$ cat src/rtl/mano_io_term_if.sv
// mano_io_term_if -- signal bundle between the Mano CPU I/O registers and the
// serial terminal device.
//
//   outr         CPU OUTR register value              (CPU -> device)
//   fgo          CPU FGO flag, 0 = character pending  (CPU -> device)
//   fgo_set      one-cycle pulse, CPU loads FGO=1     (device -> CPU)
//   fgi          CPU FGI flag, 1 = INPR not consumed  (CPU -> device)
//   fgi_set      one-cycle pulse, CPU loads FGI=1     (device -> CPU)
//   inpr_data    received character for INPR          (device -> CPU)
//   inpr_ld      one-cycle pulse, CPU loads INPR      (device -> CPU)
//   txd          serial out, idle high, 8N1           (device -> line)
//   rxd          serial in, asynchronous, 8N1         (line -> device)
//   rx_overrun   sticky, character dropped (fgi=1)    (device -> CPU)
//   rx_frame_err sticky, stop bit sampled low         (device -> CPU)
//
// The master modport is the CPU/line side, the slave modport is the device.
interface mano_io_term_if;
    logic [7:0] outr;
    logic       fgo;
    logic       fgo_set;
    logic       fgi;
    logic       fgi_set;
    logic [7:0] inpr_data;
    logic       inpr_ld;
    logic       txd;
    logic       rxd;
    logic       rx_overrun;
    logic       rx_frame_err;

    modport master (
        output outr, fgo, fgi, rxd,
        input  fgo_set, fgi_set, inpr_data, inpr_ld, txd,
               rx_overrun, rx_frame_err
    );

    modport slave (
        input  outr, fgo, fgi, rxd,
        output fgo_set, fgi_set, inpr_data, inpr_ld, txd,
               rx_overrun, rx_frame_err
    );
endinterface

$ cat src/rtl/mano_io_term.sv
// mano_io_term -- device end of the Mano OUTR/FGO and INPR/FGI handshakes,
// serialising characters onto txd and deserialising rxd, both 8N1 LSB first.
//
// Parameters:
//   CLKS_PER_BIT  mclk cycles per serial bit (4..1024)
// Ports:
//   mclk  single clock, rising edge
//   mrst  synchronous active-high reset
//   io    mano_io_term_if.slave (CPU flags/registers and serial lines)
//
// Transmit and receive are two independent FSMs, each written as state
// register / next-state logic / output logic plus a datapath register block.
module mano_io_term #(
    parameter int unsigned CLKS_PER_BIT = 16
) (
    input  logic          mclk,
    input  logic          mrst,
    mano_io_term_if.slave io
);

    localparam int unsigned    CW        = $clog2(CLKS_PER_BIT);
    localparam logic [CW-1:0]  LAST      = CW'(CLKS_PER_BIT - 1);
    localparam logic [CW-1:0]  HALF_LAST = CW'(CLKS_PER_BIT / 2 - 1);

    // ------------------------------------------------------------------
    // Transmit
    // ------------------------------------------------------------------
    typedef enum logic [2:0] {
        TX_INIT,
        TX_WAIT,
        TX_IDLE,
        TX_START,
        TX_DATA,
        TX_STOP,
        TX_DONE
    } tx_state_t;

    tx_state_t       tx_state;
    tx_state_t       tx_next;
    logic [CW-1:0]   tx_cnt;
    logic [2:0]      tx_bit;
    logic [7:0]      tx_shreg;
    logic            tx_bit_end;

    assign tx_bit_end = (tx_cnt == LAST);

    always_ff @(posedge mclk) begin
        if (mrst) begin
            tx_state <= TX_INIT;
        end else begin
            tx_state <= tx_next;
        end
    end

    always_comb begin
        tx_next = tx_state;
        case (tx_state)
            TX_INIT:  tx_next = TX_WAIT;
            TX_WAIT:  if (io.fgo)  tx_next = TX_IDLE;
            TX_IDLE:  if (!io.fgo) tx_next = TX_START;
            TX_START: if (tx_bit_end) tx_next = TX_DATA;
            TX_DATA:  if (tx_bit_end && (tx_bit == 3'd7)) tx_next = TX_STOP;
            TX_STOP:  if (tx_bit_end) tx_next = TX_DONE;
            TX_DONE:  tx_next = TX_WAIT;
            default:  tx_next = TX_INIT;
        endcase
    end

    // The byte is captured once in TX_IDLE and only shifted afterwards, so
    // outr/fgo activity during the frame cannot alter what goes on the line.
    always_ff @(posedge mclk) begin
        if (mrst) begin
            tx_cnt   <= '0;
            tx_bit   <= '0;
            tx_shreg <= '0;
        end else begin
            case (tx_state)
                TX_IDLE: begin
                    tx_cnt <= '0;
                    tx_bit <= '0;
                    if (!io.fgo) begin
                        tx_shreg <= io.outr;
                    end
                end
                TX_START, TX_DATA, TX_STOP: begin
                    if (tx_bit_end) begin
                        tx_cnt <= '0;
                        if (tx_state == TX_DATA) begin
                            tx_shreg <= {1'b0, tx_shreg[7:1]};
                            tx_bit   <= tx_bit + 3'd1;
                        end
                    end else begin
                        tx_cnt <= tx_cnt + 1'b1;
                    end
                end
                default: begin
                    tx_cnt <= '0;
                    tx_bit <= '0;
                end
            endcase
        end
    end

    // Outputs are forced quiet while mrst is high so a frame or pulse in
    // flight never leaks a partial pulse during reset.
    always_comb begin
        io.txd     = 1'b1;
        io.fgo_set = 1'b0;
        if (!mrst) begin
            case (tx_state)
                TX_START:         io.txd     = 1'b0;
                TX_DATA:          io.txd     = tx_shreg[0];
                TX_INIT, TX_DONE: io.fgo_set = 1'b1;
                default:          io.txd     = 1'b1;
            endcase
        end
    end

    // ------------------------------------------------------------------
    // Receive
    // ------------------------------------------------------------------
    typedef enum logic [2:0] {
        RX_IDLE,
        RX_START,
        RX_DATA,
        RX_STOP,
        RX_DELIVER
    } rx_state_t;

    rx_state_t       rx_state;
    rx_state_t       rx_next;
    logic [1:0]      rx_sync;
    logic            rx_s;
    logic            rx_prev;
    logic [CW-1:0]   rx_cnt;
    logic [2:0]      rx_bit;
    logic [7:0]      rx_shreg;
    logic [7:0]      inpr_reg;
    logic            overrun_reg;
    logic            ferr_reg;
    logic            rx_bit_end;
    logic            rx_half;
    logic            deliver_ok;

    assign rx_s       = rx_sync[1];
    assign rx_bit_end = (rx_cnt == LAST);
    assign rx_half    = (rx_cnt == HALF_LAST);

    always_ff @(posedge mclk) begin
        if (mrst) begin
            rx_state <= RX_IDLE;
        end else begin
            rx_state <= rx_next;
        end
    end

    always_comb begin
        rx_next = rx_state;
        case (rx_state)
            RX_IDLE:    if (rx_prev && !rx_s) rx_next = RX_START;
            RX_START:   if (rx_half) rx_next = rx_s ? RX_IDLE : RX_DATA;
            RX_DATA:    if (rx_bit_end && (rx_bit == 3'd7)) rx_next = RX_STOP;
            RX_STOP:    if (rx_bit_end) rx_next = rx_s ? RX_DELIVER : RX_IDLE;
            RX_DELIVER: rx_next = RX_IDLE;
            default:    rx_next = RX_IDLE;
        endcase
    end

    // Synchroniser and edge-detect history reset to the idle (high) line
    // level so leaving reset never looks like a start edge.
    always_ff @(posedge mclk) begin
        if (mrst) begin
            rx_sync     <= 2'b11;
            rx_prev     <= 1'b1;
            rx_cnt      <= '0;
            rx_bit      <= '0;
            rx_shreg    <= '0;
            inpr_reg    <= '0;
            overrun_reg <= 1'b0;
            ferr_reg    <= 1'b0;
        end else begin
            rx_sync <= {rx_sync[0], io.rxd};
            rx_prev <= rx_s;
            case (rx_state)
                RX_START: begin
                    rx_bit <= '0;
                    if (rx_half) begin
                        rx_cnt <= '0;
                    end else begin
                        rx_cnt <= rx_cnt + 1'b1;
                    end
                end
                RX_DATA: begin
                    if (rx_bit_end) begin
                        rx_cnt   <= '0;
                        rx_shreg <= {rx_s, rx_shreg[7:1]};
                        rx_bit   <= rx_bit + 3'd1;
                    end else begin
                        rx_cnt <= rx_cnt + 1'b1;
                    end
                end
                RX_STOP: begin
                    if (rx_bit_end) begin
                        rx_cnt <= '0;
                        if (!rx_s) begin
                            ferr_reg <= 1'b1;
                        end
                    end else begin
                        rx_cnt <= rx_cnt + 1'b1;
                    end
                end
                RX_DELIVER: begin
                    rx_cnt <= '0;
                    if (io.fgi) begin
                        overrun_reg <= 1'b1;
                    end else begin
                        inpr_reg <= rx_shreg;
                    end
                end
                default: begin
                    rx_cnt <= '0;
                    rx_bit <= '0;
                end
            endcase
        end
    end

    // inpr_data shows the new byte in the same cycle as inpr_ld so the CPU
    // loads the fresh value; inpr_reg then holds it until the next delivery.
    always_comb begin
        deliver_ok      = (rx_state == RX_DELIVER) && !io.fgi && !mrst;
        io.inpr_ld      = deliver_ok;
        io.fgi_set      = deliver_ok;
        io.inpr_data    = deliver_ok ? rx_shreg : inpr_reg;
        io.rx_overrun   = overrun_reg;
        io.rx_frame_err = ferr_reg;
    end

endmodule

$ cat src/flat_wrapper.sv
// flat-port wrapper written by rule: the top's interface ports become plain ports
module mano_io_term_flat 
#(
    parameter int unsigned CLKS_PER_BIT = 16
)
  (mclk, mrst, io_outr, io_fgo, io_fgi, io_rxd, io_fgo_set, io_fgi_set, io_inpr_data, io_inpr_ld, io_txd, io_rx_overrun, io_rx_frame_err);
  mano_io_term_if io_i ();
  input  logic mclk;
  input  logic mrst;
  input wire logic [$bits(io_i.outr)-1:0] io_outr;
  input wire logic [$bits(io_i.fgo)-1:0] io_fgo;
  input wire logic [$bits(io_i.fgi)-1:0] io_fgi;
  input wire logic [$bits(io_i.rxd)-1:0] io_rxd;
  output wire logic [$bits(io_i.fgo_set)-1:0] io_fgo_set;
  output wire logic [$bits(io_i.fgi_set)-1:0] io_fgi_set;
  output wire logic [$bits(io_i.inpr_data)-1:0] io_inpr_data;
  output wire logic [$bits(io_i.inpr_ld)-1:0] io_inpr_ld;
  output wire logic [$bits(io_i.txd)-1:0] io_txd;
  output wire logic [$bits(io_i.rx_overrun)-1:0] io_rx_overrun;
  output wire logic [$bits(io_i.rx_frame_err)-1:0] io_rx_frame_err;
  assign io_i.outr = io_outr;
  assign io_i.fgo = io_fgo;
  assign io_i.fgi = io_fgi;
  assign io_i.rxd = io_rxd;
  assign io_fgo_set = io_i.fgo_set;
  assign io_fgi_set = io_i.fgi_set;
  assign io_inpr_data = io_i.inpr_data;
  assign io_inpr_ld = io_i.inpr_ld;
  assign io_txd = io_i.txd;
  assign io_rx_overrun = io_i.rx_overrun;
  assign io_rx_frame_err = io_i.rx_frame_err;
  mano_io_term #(.CLKS_PER_BIT(CLKS_PER_BIT)) u_core (.mclk(mclk), .mrst(mrst), .io(io_i));
endmodule
$ cat config.mk
export PLATFORM = sky130hd
export DESIGN_NAME = mano_io_term_flat
export DESIGN_NICKNAME = d
export VERILOG_FILES = /design/src/rtl/mano_io_term_if.sv /design/src/rtl/mano_io_term.sv /design/src/flat_wrapper.sv
export SDC_FILE = /design/constraint.sdc
export NUM_CORES = 1
export LEC_CHECK = 0
export CAP_MARGIN = 40
export CORE_MARGIN = 2
export CORE_UTILIZATION = 50
export DETAILED_ROUTE_END_ITERATION = 10
export PLACE_DENSITY = 0.84
export SLEW_MARGIN = 20
export SYNTH_ARGS = -nofsm -noshare
export SYNTH_HDL_FRONTEND = slang
export SYNTH_SLANG_ARGS = --single-unit
$ cat constraint.sdc
create_clock -name mclk -period 1.5 [get_ports mclk]
set_input_delay 0.225 -clock mclk [delete_from_list [all_inputs] [get_ports mclk]]
set_output_delay 0.225 -clock mclk [all_outputs]
set_load 0.02 [all_outputs]
==> results of run 1 <==
-- synthesized netlist by cell type (all sizes together), types with 2 or more instances --
| cell type | instances | area, sq um |
|---|---|---|
| a2111oi | 2 | 17.52 |
| a211oi | 6 | 50.05 |
| a21oi | 6 | 30.03 |
| a22o | 8 | 70.07 |
| a22oi | 2 | 15.01 |
| a31oi | 5 | 31.28 |
| buf | 11 | 97.59 |
| clkbuf | 6 | 23.77 |
| dfxtp | 49 | 980.9 |
| ha | 6 | 75.07 |
| inv | 4 | 15.01 |
| mux2 | 10 | 112.6 |
| mux2i | 16 | 160.2 |
| nand2 | 7 | 26.28 |
| nand2b | 2 | 20.02 |
| nand3 | 5 | 30.03 |
| nand3b | 2 | 15.01 |
| nor2 | 29 | 125.1 |
| nor2b | 2 | 12.51 |
| nor3 | 8 | 40.04 |
| nor3b | 2 | 15.01 |
| nor4 | 5 | 46.29 |
| nor4b | 2 | 32.53 |
| o211ai | 2 | 15.01 |
| o21ai | 2 | 10.01 |
| or2 | 3 | 18.77 |
| or3 | 3 | 18.77 |
| xnor2 | 2 | 17.52 |
| xor2 | 4 | 35.03 |
-- cells by family (layout without fill, tap and decap cells) --
kind of cell               count (synthesis)  count (layout)  share of synthesized area [%]
and+or+nand+nor                           76              76                          19.99
adders and majority gates                  6               6                          3.313
DFF                                       49              49                          43.29
xor gates and xnor gates                   6               6                          2.319
AOI/OAI and AO/OA                         39              39                          13.03
muxes                                     26              26                          12.04
buffers and inverters                     21              70                          6.018
-- layer usage --
metal,vias to the layer above,part of all wire [%],track usage [%]
met2,56,52,36.21
met3,8,5.2,6.188
met4,0,1.7,9.434
li1,901,-,-
met5,-,0,0
met1,915,41,25.16
-- worst max-delay path, cell delays in order, from the launching register on --
cell and delay [ns]:
dfxtp_2 0.33, nand2b_4 0.15, nor4_4 0.14, buf_6 0.17, buf_12 0.14, mux2_4 0.31, buf_6 0.13
-- area by class of cell --
type                    instances  area [sq um]
clock buffers                   6         72.57
clock inverters                 2         38.79
fillers                       322          1330
inverters                       4         15.01
multi-input cells             153          1271
flip-flops and latches         49         992.2
well taps                      52         65.06
repair buffers                 58         569.3
-- metrics by stage --
step           TNS (ns)  total power [mW]  instance area [sq um]
2_1_floorplan   -0.8123             1.527                   2282
3_3_place_gp     -14.01             1.624                   2691
3_5_place_dp     -14.71             1.632                   2691
4_1_cts          -4.614             2.572                   2909
5_1_grt          -4.349             2.669                   3024
6_report         -3.456             2.579                   3024
-- how the worst max path moves through the flow --
stage,from,to,cells past startpoint
floorplan,u_core.rx_state[1],io_inpr_data[2],5
finish,u_core.rx_state[1],io_inpr_data[4],6
global placement,io_fgi,io_inpr_data[4],5
detailed placement,io_fgi,io_inpr_data[6],5
CTS,u_core.rx_state[1],io_inpr_data[7],6
global route,u_core.rx_state[0],io_inpr_data[4],5
-- report_power, final --
group          switching, mW  internal (mW)
logic                  0.135          0.143
registers             0.0222           1.33
clock network          0.452          0.501
-- what timing repair did --
action                                  in CTS  in global routing
pin swaps                                    2                  6
endpoints found under the setup margin      33                 39
gates resized for setup                     90                 31
setup buffers                                3                  2
cloned                                       2                  0
==> metrics.md, run 1 <==
| Metric | Value |
|---|---|
| Area Growth Syn to Fin | 33.46% |
| DIE WIDTH | a little over 70 um |
| Remaining Overflow, GRT | 0 |
| Top_reg_cell synth | dfxtp_1 |
| Crit path DAT | between 1.5 and 2 ns |
| Die height | between 70 and 80 um |
| First-pass GRT wire length | ~8.5 mm |
| Avg WL per Cell | ~17 um |
| Dpl ws | -0.7864 ns |
| Via count | roughly 1900 |
| Mapped Avg Cell Area | roughly 10 sq um |
| Residual DRC | 0 |
| Post-synth EDFFs | 0 |
| MaxCap Viol Count | 0 |
| Clk buf depth | 2 |
| Drt first pass iters | 5 |
| Pins over their slew limit | 0 |
| IO Port Bufs | 26 |
| Clk slew on worst S/H paths | roughly 0.09 ns |
| Antenna diodes | 0 |
| Crit path max fanout | 7 |
| Final Cycle Share | 127.4% |
| Fraction of registers with async set/reset | 0% |
| Slew headroom | a little under three quarters |
| Pleak | between 1 and 1.5 nW |
| Maximum VDD drop | between 0.5 and 0.6 mV |
| Synth Cell Area | roughly 2300 sq um |
| WHS Endpoint | u_core.tx_state[2] |
| Final hold vios | 0 |
| Ys Warns | 0 |
| Worst reg-to-reg path cell count | 6 |
| Reg-to-Reg End | u_core.rx_state[0] |
| Status | finished with violations |
| DIE AREA | between 5000 and 6000 sq um |
| Achievable Freq | approximately 520 MHz |
| Routability cong. | between 0.7 and 0.8 |
| Hold buffers post-CTS | 0 |
| Clock sinks | between 40 and 50 |
| Reg2reg start | u_core.rx_cnt[0] |
| Startpoint types | register |
| Pin count of the biggest net entering global routing | 40 |
| Net Count, Synth | ~240 |
| Min Tclk post-route | around 1.9 ns |
| H-Tree Depth | 2 |
| Placement Rows | 24 |
| Clock root cell | clkbuf_8 |
| Number of distinct library cells after synthesis | 52 |
| Reg2Reg Setup Slack | approximately 0.030 ns |
| Final setup fails | 10 |
| Slack of the critical path | -0.4108 ns |
| Yosys reg bits | just under 50 |
| Post-route ant nets | 0 |
| Clk_lat worst skew | a little over 0.3 ns |
| Failing checks | setup timing |
| Vias in the first global route | a little under 2000 |
| Final core occ | approximately 69% |
| CTS Buf Count | 5 |
| DP Cell Count | 310 |
| Commonest non-fill, non-tap cells in the layout | dfxtp_1, nor2_1, buf_4, mux2i_1, buf_6 |
| Seq/Total Area, Yosys | 43.29% |
| Detailed router's first-iteration violation count | 51 |
| Final wirelength | 5.389 mm |
| Crit path kind | register to output pin |
| RSZ-0062 raised after global routing | true |
| Most common cell after layout, fill and taps aside | dfxtp_1 |
| Worst Hold Depth | 3 |
| Core Area | around 4400 sq um |
| Antenna violations before repair | 0 |
| Gate count after technology mapping | roughly 220 |
| Via/cell ratio | between 5 and 6 |
| Num ports | 27 |
| Clock Skew | 0.009836 ns |
| PwrDens | 852.8 nW/um^2 |
| Min-Delay Startpoint | mrst |
| Nets | between 200 and 300 |
| CTS tree | built |
| Hpwl dp | roughly 3.0 mm |
| Non-filler instance count after layout | between 300 and 400 |
| Critical path endpoint category | output pin |
| Initial Utilization | between 50% and 60% |
| Hold slack | 0.4238 ns |
| Share of cells above drive strength 1 | ~34% |
| Global Route Usage Sum | roughly a fifth |
| Worst Tran Pin Value | about 0.42 ns |
| Hold Path Class | input port to register |
| Worst path required time | ~1.3 ns |
No activity file was read; power rests on OpenSTA's default activity.
==> run 2: changes to the inputs <==
- CORE_UTILIZATION: 50 -> 38
- PLACE_DENSITY: 0.84 -> 0.68
==> metrics.md, run 2 (synthesized netlist as in run 1, its figures left out) <==
| Metric | Value |
|---|---|
| MaxCap Viol Count | 0 |
| Final core occ | 53.19% |
| CP endpoint | io_inpr_data[3] |
| DIE AREA | between 6000 and 7000 sq um |
| Clk_lat worst skew | roughly 0.31 ns |
| Hold Path Class | input port to register |
| Routability cong. | between 0.7 and 0.8 |
| Met1 wire length | between 2 and 2.5 mm |
| Reg2reg start | u_core.rx_state[2] |
| Clk buf depth | 2 |
| Dpl ws | -0.8210 ns |
| Top sig layer | met4 |
| # fillers | between 500 and 600 |
| Reg-to-Reg End | u_core.rx_shreg[7] |
| CTS Buf Count | 5 |
| Clock root cell | clkbuf_8 |
| Hpwl dp | 3.049 mm |
| RSZ-0062 raised after global routing | true |
| Worst setup path start | u_core.rx_state[0] |
| Detailed router's first-iteration violation count | between 50 and 60 |
| Via count | about 1800 |
| Status | finished with violations |
| H-Tree Depth | 2 |
| Bufs and invs on worst path | 3 |
| Worst Tran Pin Value | around 0.38 ns |
| Slack of the critical path | -0.4106 ns |
| DP Cell Count | between 300 and 400 |
| Num ports | 27 |
| Final setup fails | 9 |
| Via/cell ratio | approximately 5.2 |
| Remaining Overflow, GRT | 0 |
| Worst path cell trace | nor4_4 > buf_6 > buf_12 > mux2_4 > buf_6 |
| Pins over their slew limit | 0 |
| Multi-input logic area | between 1000 and 1500 sq um |
| Maximum VDD drop | roughly 0.48 mV |
| Pin count of the biggest net entering global routing | 40 |
| Cell family with most CP delay | buffers and inverters |
| Startpoint types | register |
| Post-route setup TNS | -3.356 ns |
| Clk slew on worst S/H paths | 0.09 ns |
| WL met3 | ~220 um |
| Most common cell after layout, fill and taps aside | dfxtp_1 |
| Crit path largest cell delay | approximately 0.34 ns |
| Slowest CP cell | dfxtp_2 |
| Antenna diodes | 0 |
| CP most frequent cell | buf_6 |
| Crit path max fanout | 5 |
| IO Port Bufs | 26 |
| Global Route Usage Sum | between 10% and 20% |
| Final hold vios | 0 |
| Post-route ant nets | 0 |
| Placed cell areas | between 2000 and 3000 sq um |
| Worst reg-to-reg path cell count | 6 |
| First-pass GRT wire length | around 8.1 mm |
| Commonest non-fill, non-tap cells in the layout | dfxtp_1, buf_4, nor2_1, mux2i_1, buf_6 |
| Critical path endpoint category | output pin |
| Pleak | between 1 and 1.5 nW |
| Crit. path cell count | 5 |
| Non-filler instance count after layout | ~350 |
| Antenna violations before repair | 0 |
| Reg2Reg Setup Slack | 0.05 ns |
| Clock Skew | roughly 0.0055 ns |
| Drt first pass iters | 4 |
| PwrDens | about 840 nW/um^2 |
| Core Area | slightly below 6000 sq um |
| Register area | 993.5 sq um |
| Metal2 WL | around 2.4 mm |
| Crit path kind | register to output pin |
| Residual DRC | 0 |
| Crit path DAT | ~1.7 ns |
| Failing checks | setup timing |
| Final wirelength | ~5 mm |
| Min Tclk post-route | roughly 1.9 ns |
| Nets | ~300 |
| Cell area after layout | 3112 sq um |
| Clock sinks | roughly 50 |
| Share of cells above drive strength 1 | between 30 and 40% |
| CTS tree | built |
| Worst path required time | between 1 and 1.5 ns |
| Initial Utilization | 38.73% |
| Achievable Freq | between 500 and 600 MHz |
| Placement Rows | 28 |
| Slew headroom | about 74% |
| Vias in the first global route | ~1700 |
| Die height | about 81 um |
| Avg WL per Cell | between 10 and 15 um |
| Hold buffers post-CTS | 0 |
| Area Growth Syn to Fin | 37.33% |
| Final Cycle Share | 127.4% |
| DIE WIDTH | around 81 um |
-- run 2: cell types whose count changed in the layout (fill, tap and decap cells not counted), sizes merged --
cell / change
dlygate4sd2: -2
clkinv: -1
dlymetal6s2s: +2
clkbuf: +1
buf: +6
-- run 2: timing repair --
action,CTS,global route
gates resized for setup,89,33
setup buffers,8,2
gates cloned,2,1
endpoints found under the setup margin,24,42
pin swaps,1,11
-- run 2: cell type report --
type	count	area share (%)
clock buffers	7	2.774
clock inverters	1	0.9650
inverters	4	0.4825
multi-input cells	153	41.29
flip-flops and latches	49	31.93
well taps	75	3.016
repair buffers	64	19.54
-- run 2: worst min-delay path by stage --
| stage | startpoint | end | cells past startpoint |
|---|---|---|---|
| 6_report | io_fgi | u_core.io.rx_overrun | 4 |
| 4_1_cts | u_core.rx_sync[0] | u_core.rx_sync[1] | 1 |
| 3_3_place_gp | u_core.rx_sync[0] | u_core.rx_sync[1] | 1 |
| 3_5_place_dp | u_core.rx_sync[0] | u_core.rx_sync[1] | 1 |
| 5_1_grt | io_fgi | u_core.io.rx_overrun | 4 |
| 2_1_floorplan | io_rxd | u_core.rx_sync[0] | 1 |
-- run 2: routing by layer --
metal	up-vias	track usage (%)
met1	869	20.41
met5	-	0
met2	34	26.20
met3	10	3.444
met4	0	6.610
li1	910	-
-- run 2: metrics by stage --
| step | hold slack, ns | power [mW] |
|---|---|---|
| 6_report | 0.3904 | 2.604 |
| 5_1_grt | 0.4232 | 2.724 |
| 4_1_cts | 0.4183 | 2.610 |
| 3_5_place_dp | 0.3932 | 1.631 |
| 3_3_place_gp | 0.4005 | 1.627 |
| 2_1_floorplan | 0.3288 | 1.527 |
-- run 2: tightest hold or removal path: stages --
cell and delay [ns]:
dlymetal6s2s_1 0.15, buf_4 0.15, a31oi_1 0.07, nor2_1 0.07
-- run 2: power by group --
group	leakage [nW]	internal [mW]	total (mW)	switching [mW]
sequential	0.400	1.33	1.35	0.0243
combinational	0.804	0.138	0.265	0.126
clock	0.0585	0.544	0.988	0.444
total	1.26	2.01	2.60	0.595
==> run 3: changes to the inputs <==
- SKIP_CTS_REPAIR_TIMING: default -> 1
==> metrics.md, run 3 (synthesized netlist as in run 1, its figures left out) <==
| Metric | Value |
|---|---|
| Pins over their slew limit | 0 |
| Final core occ | 53.96% |
| Clk buf depth | 2 |
| Clk_lat worst skew | between 0.3 and 0.4 ns |
| Pin count of the biggest net entering global routing | 40 |
| H-Tree Depth | 2 |
| Crit path largest cell delay | between 0.3 and 0.4 ns |
| Via count | around 1800 |
| Initial Utilization | between 30% and 40% |
| Hold Path Class | input port to register |
| Slowest CP cell | dfxtp_2 |
| Global Route Usage Sum | between 10% and 20% |
| Clock Skew | 0.004800 ns |
| IO Port Bufs | 26 |
| Avg WL per Cell | ~15 um |
| Final setup fails | 10 |
| Nets | between 200 and 300 |
| Status | finished with violations |
| Via/cell ratio | about 5.2 |
| Routability cong. | between 0.7 and 0.8 |
| Maximum VDD drop | around 0.47 mV |
| Cell family with most CP delay | buffers and inverters |
| Antenna violations before repair | 0 |
| Remaining Overflow, GRT | 0 |
| Slew headroom | a little under 60% |
| Die height | just over 80 um |
| Hpwl dp | 3.049 mm |
| CP most frequent cell | buf_6 |
| Crit path max fanout | 4 |
| Critical path endpoint category | output pin |
| CTS tree | built |
| Most common cell after layout, fill and taps aside | dfxtp_1 |
| CTS Buf Count | 5 |
| RSZ-0062 raised after global routing | true |
| # fillers | around 530 |
| Core Area | around 5900 sq um |
| Slack of the critical path | -0.4007 ns |
| Bufs and invs on worst path | 3 |
| Crit path DAT | ~1.7 ns |
| Final wirelength | roughly 5.2 mm |
| Worst path cell trace | nor4_4 > buf_6 > clkbuf_16 > mux2_4 > buf_6 |
| Clk slew on worst S/H paths | 0.09 ns |
| MaxCap Viol Count | 0 |
| Clock root cell | clkbuf_8 |
| Min Tclk post-route | ~1.9 ns |
| Worst path required time | about 1.3 ns |
| Achievable Freq | about 530 MHz |
| Clock sinks | 49 |
| Vias in the first global route | 1623 |
| Crit path kind | register to output pin |
| Final hold vios | 0 |
| DIE AREA | 6597 sq um |
| Residual DRC | 0 |
| Antenna diodes | 0 |
| Placement Rows | 28 |
| DIE WIDTH | around 81 um |
| Commonest non-fill, non-tap cells in the layout | dfxtp_1, buf_4, nor2_1, mux2i_1, buf_6 |
| Post-route ant nets | 0 |
| Failing checks | setup timing |
| Worst Tran Pin Value | between 0.6 and 0.7 ns |
| Drt first pass iters | 4 |
| Dpl ws | -0.8210 ns |
| Share of cells above drive strength 1 | a little under two fifths |
| Pleak | between 1 and 1.5 nW |
| First-pass GRT wire length | 7.445 mm |
| Final Cycle Share | 126.7% |
| Startpoint types | register |
| Area Growth Syn to Fin | 39.32% |
| Detailed router's first-iteration violation count | just under 90 |
| Num ports | 27 |
| PwrDens | just over 800 nW/um^2 |
run 3: worst register-to-register path: cells and delay by family, from the launching register on:
kind	cells	cell delay (ns)
buf+inv	5	0.64
flops	1	0.33
compound gates	1	0.22
simple gates	2	0.17
run 3: worst paths after layout:
kind / startpoint / to / slack, ns / cells past startpoint
max: u_core.rx_state[0] / io_inpr_data[1] / -0.40 / 5
min: mrst / u_core.tx_shreg[0] / 0.33 / 3
max reg2reg: u_core.rx_state[1] / u_core.inpr_reg[7] / 0.04 / 8
min reg2reg: u_core.rx_sync[0] / u_core.rx_sync[1] / 0.42 / 1
run 3: area by class of cell:
class / count / area, sq um / area share (%)
flip-flops and latches: 49 / 993.5 / 31.47
repair buffers: 66 / 645.6 / 20.45
clock inverters: 1 / 30.03 / 0.9512
clock buffers: 7 / 86.33 / 2.735
inverters: 4 / 15.01 / 0.4756
well taps: 75 / 93.84 / 2.973
multi-input cells: 154 / 1292 / 40.94
run 3: stage by stage:
stage	hold slack [ns]	power (mW)	TNS (ns)	std cells	cell area [sq um]
after floorplan	0.3288	1.527	-0.8123	223	2282
after global placement	0.4005	1.627	-14.87	333	2720
after detailed placement	0.3932	1.631	-16.38	333	2720
after CTS	0.4183	2.610	-10.11	341	2836
after global routing	0.3506	2.730	-4.146	356	3157
final	0.3308	2.612	-3.476	356	3157
run 3: power breakdown:
group | internal (mW) | total, mW | switching, mW
Sequential | 1.33 | 1.35 | 0.0247
Combinational | 0.139 | 0.271 | 0.132
Clock | 0.544 | 0.989 | 0.445
run 3: per-layer routing:
metal	wire, um	vias to the layer above	track usage, %
li1	-	920	-
met1	2371	886	18.84
met2	2531	34	23.22
met3	214	6	3.444
met4	57	0	6.102
met5	0	-	0
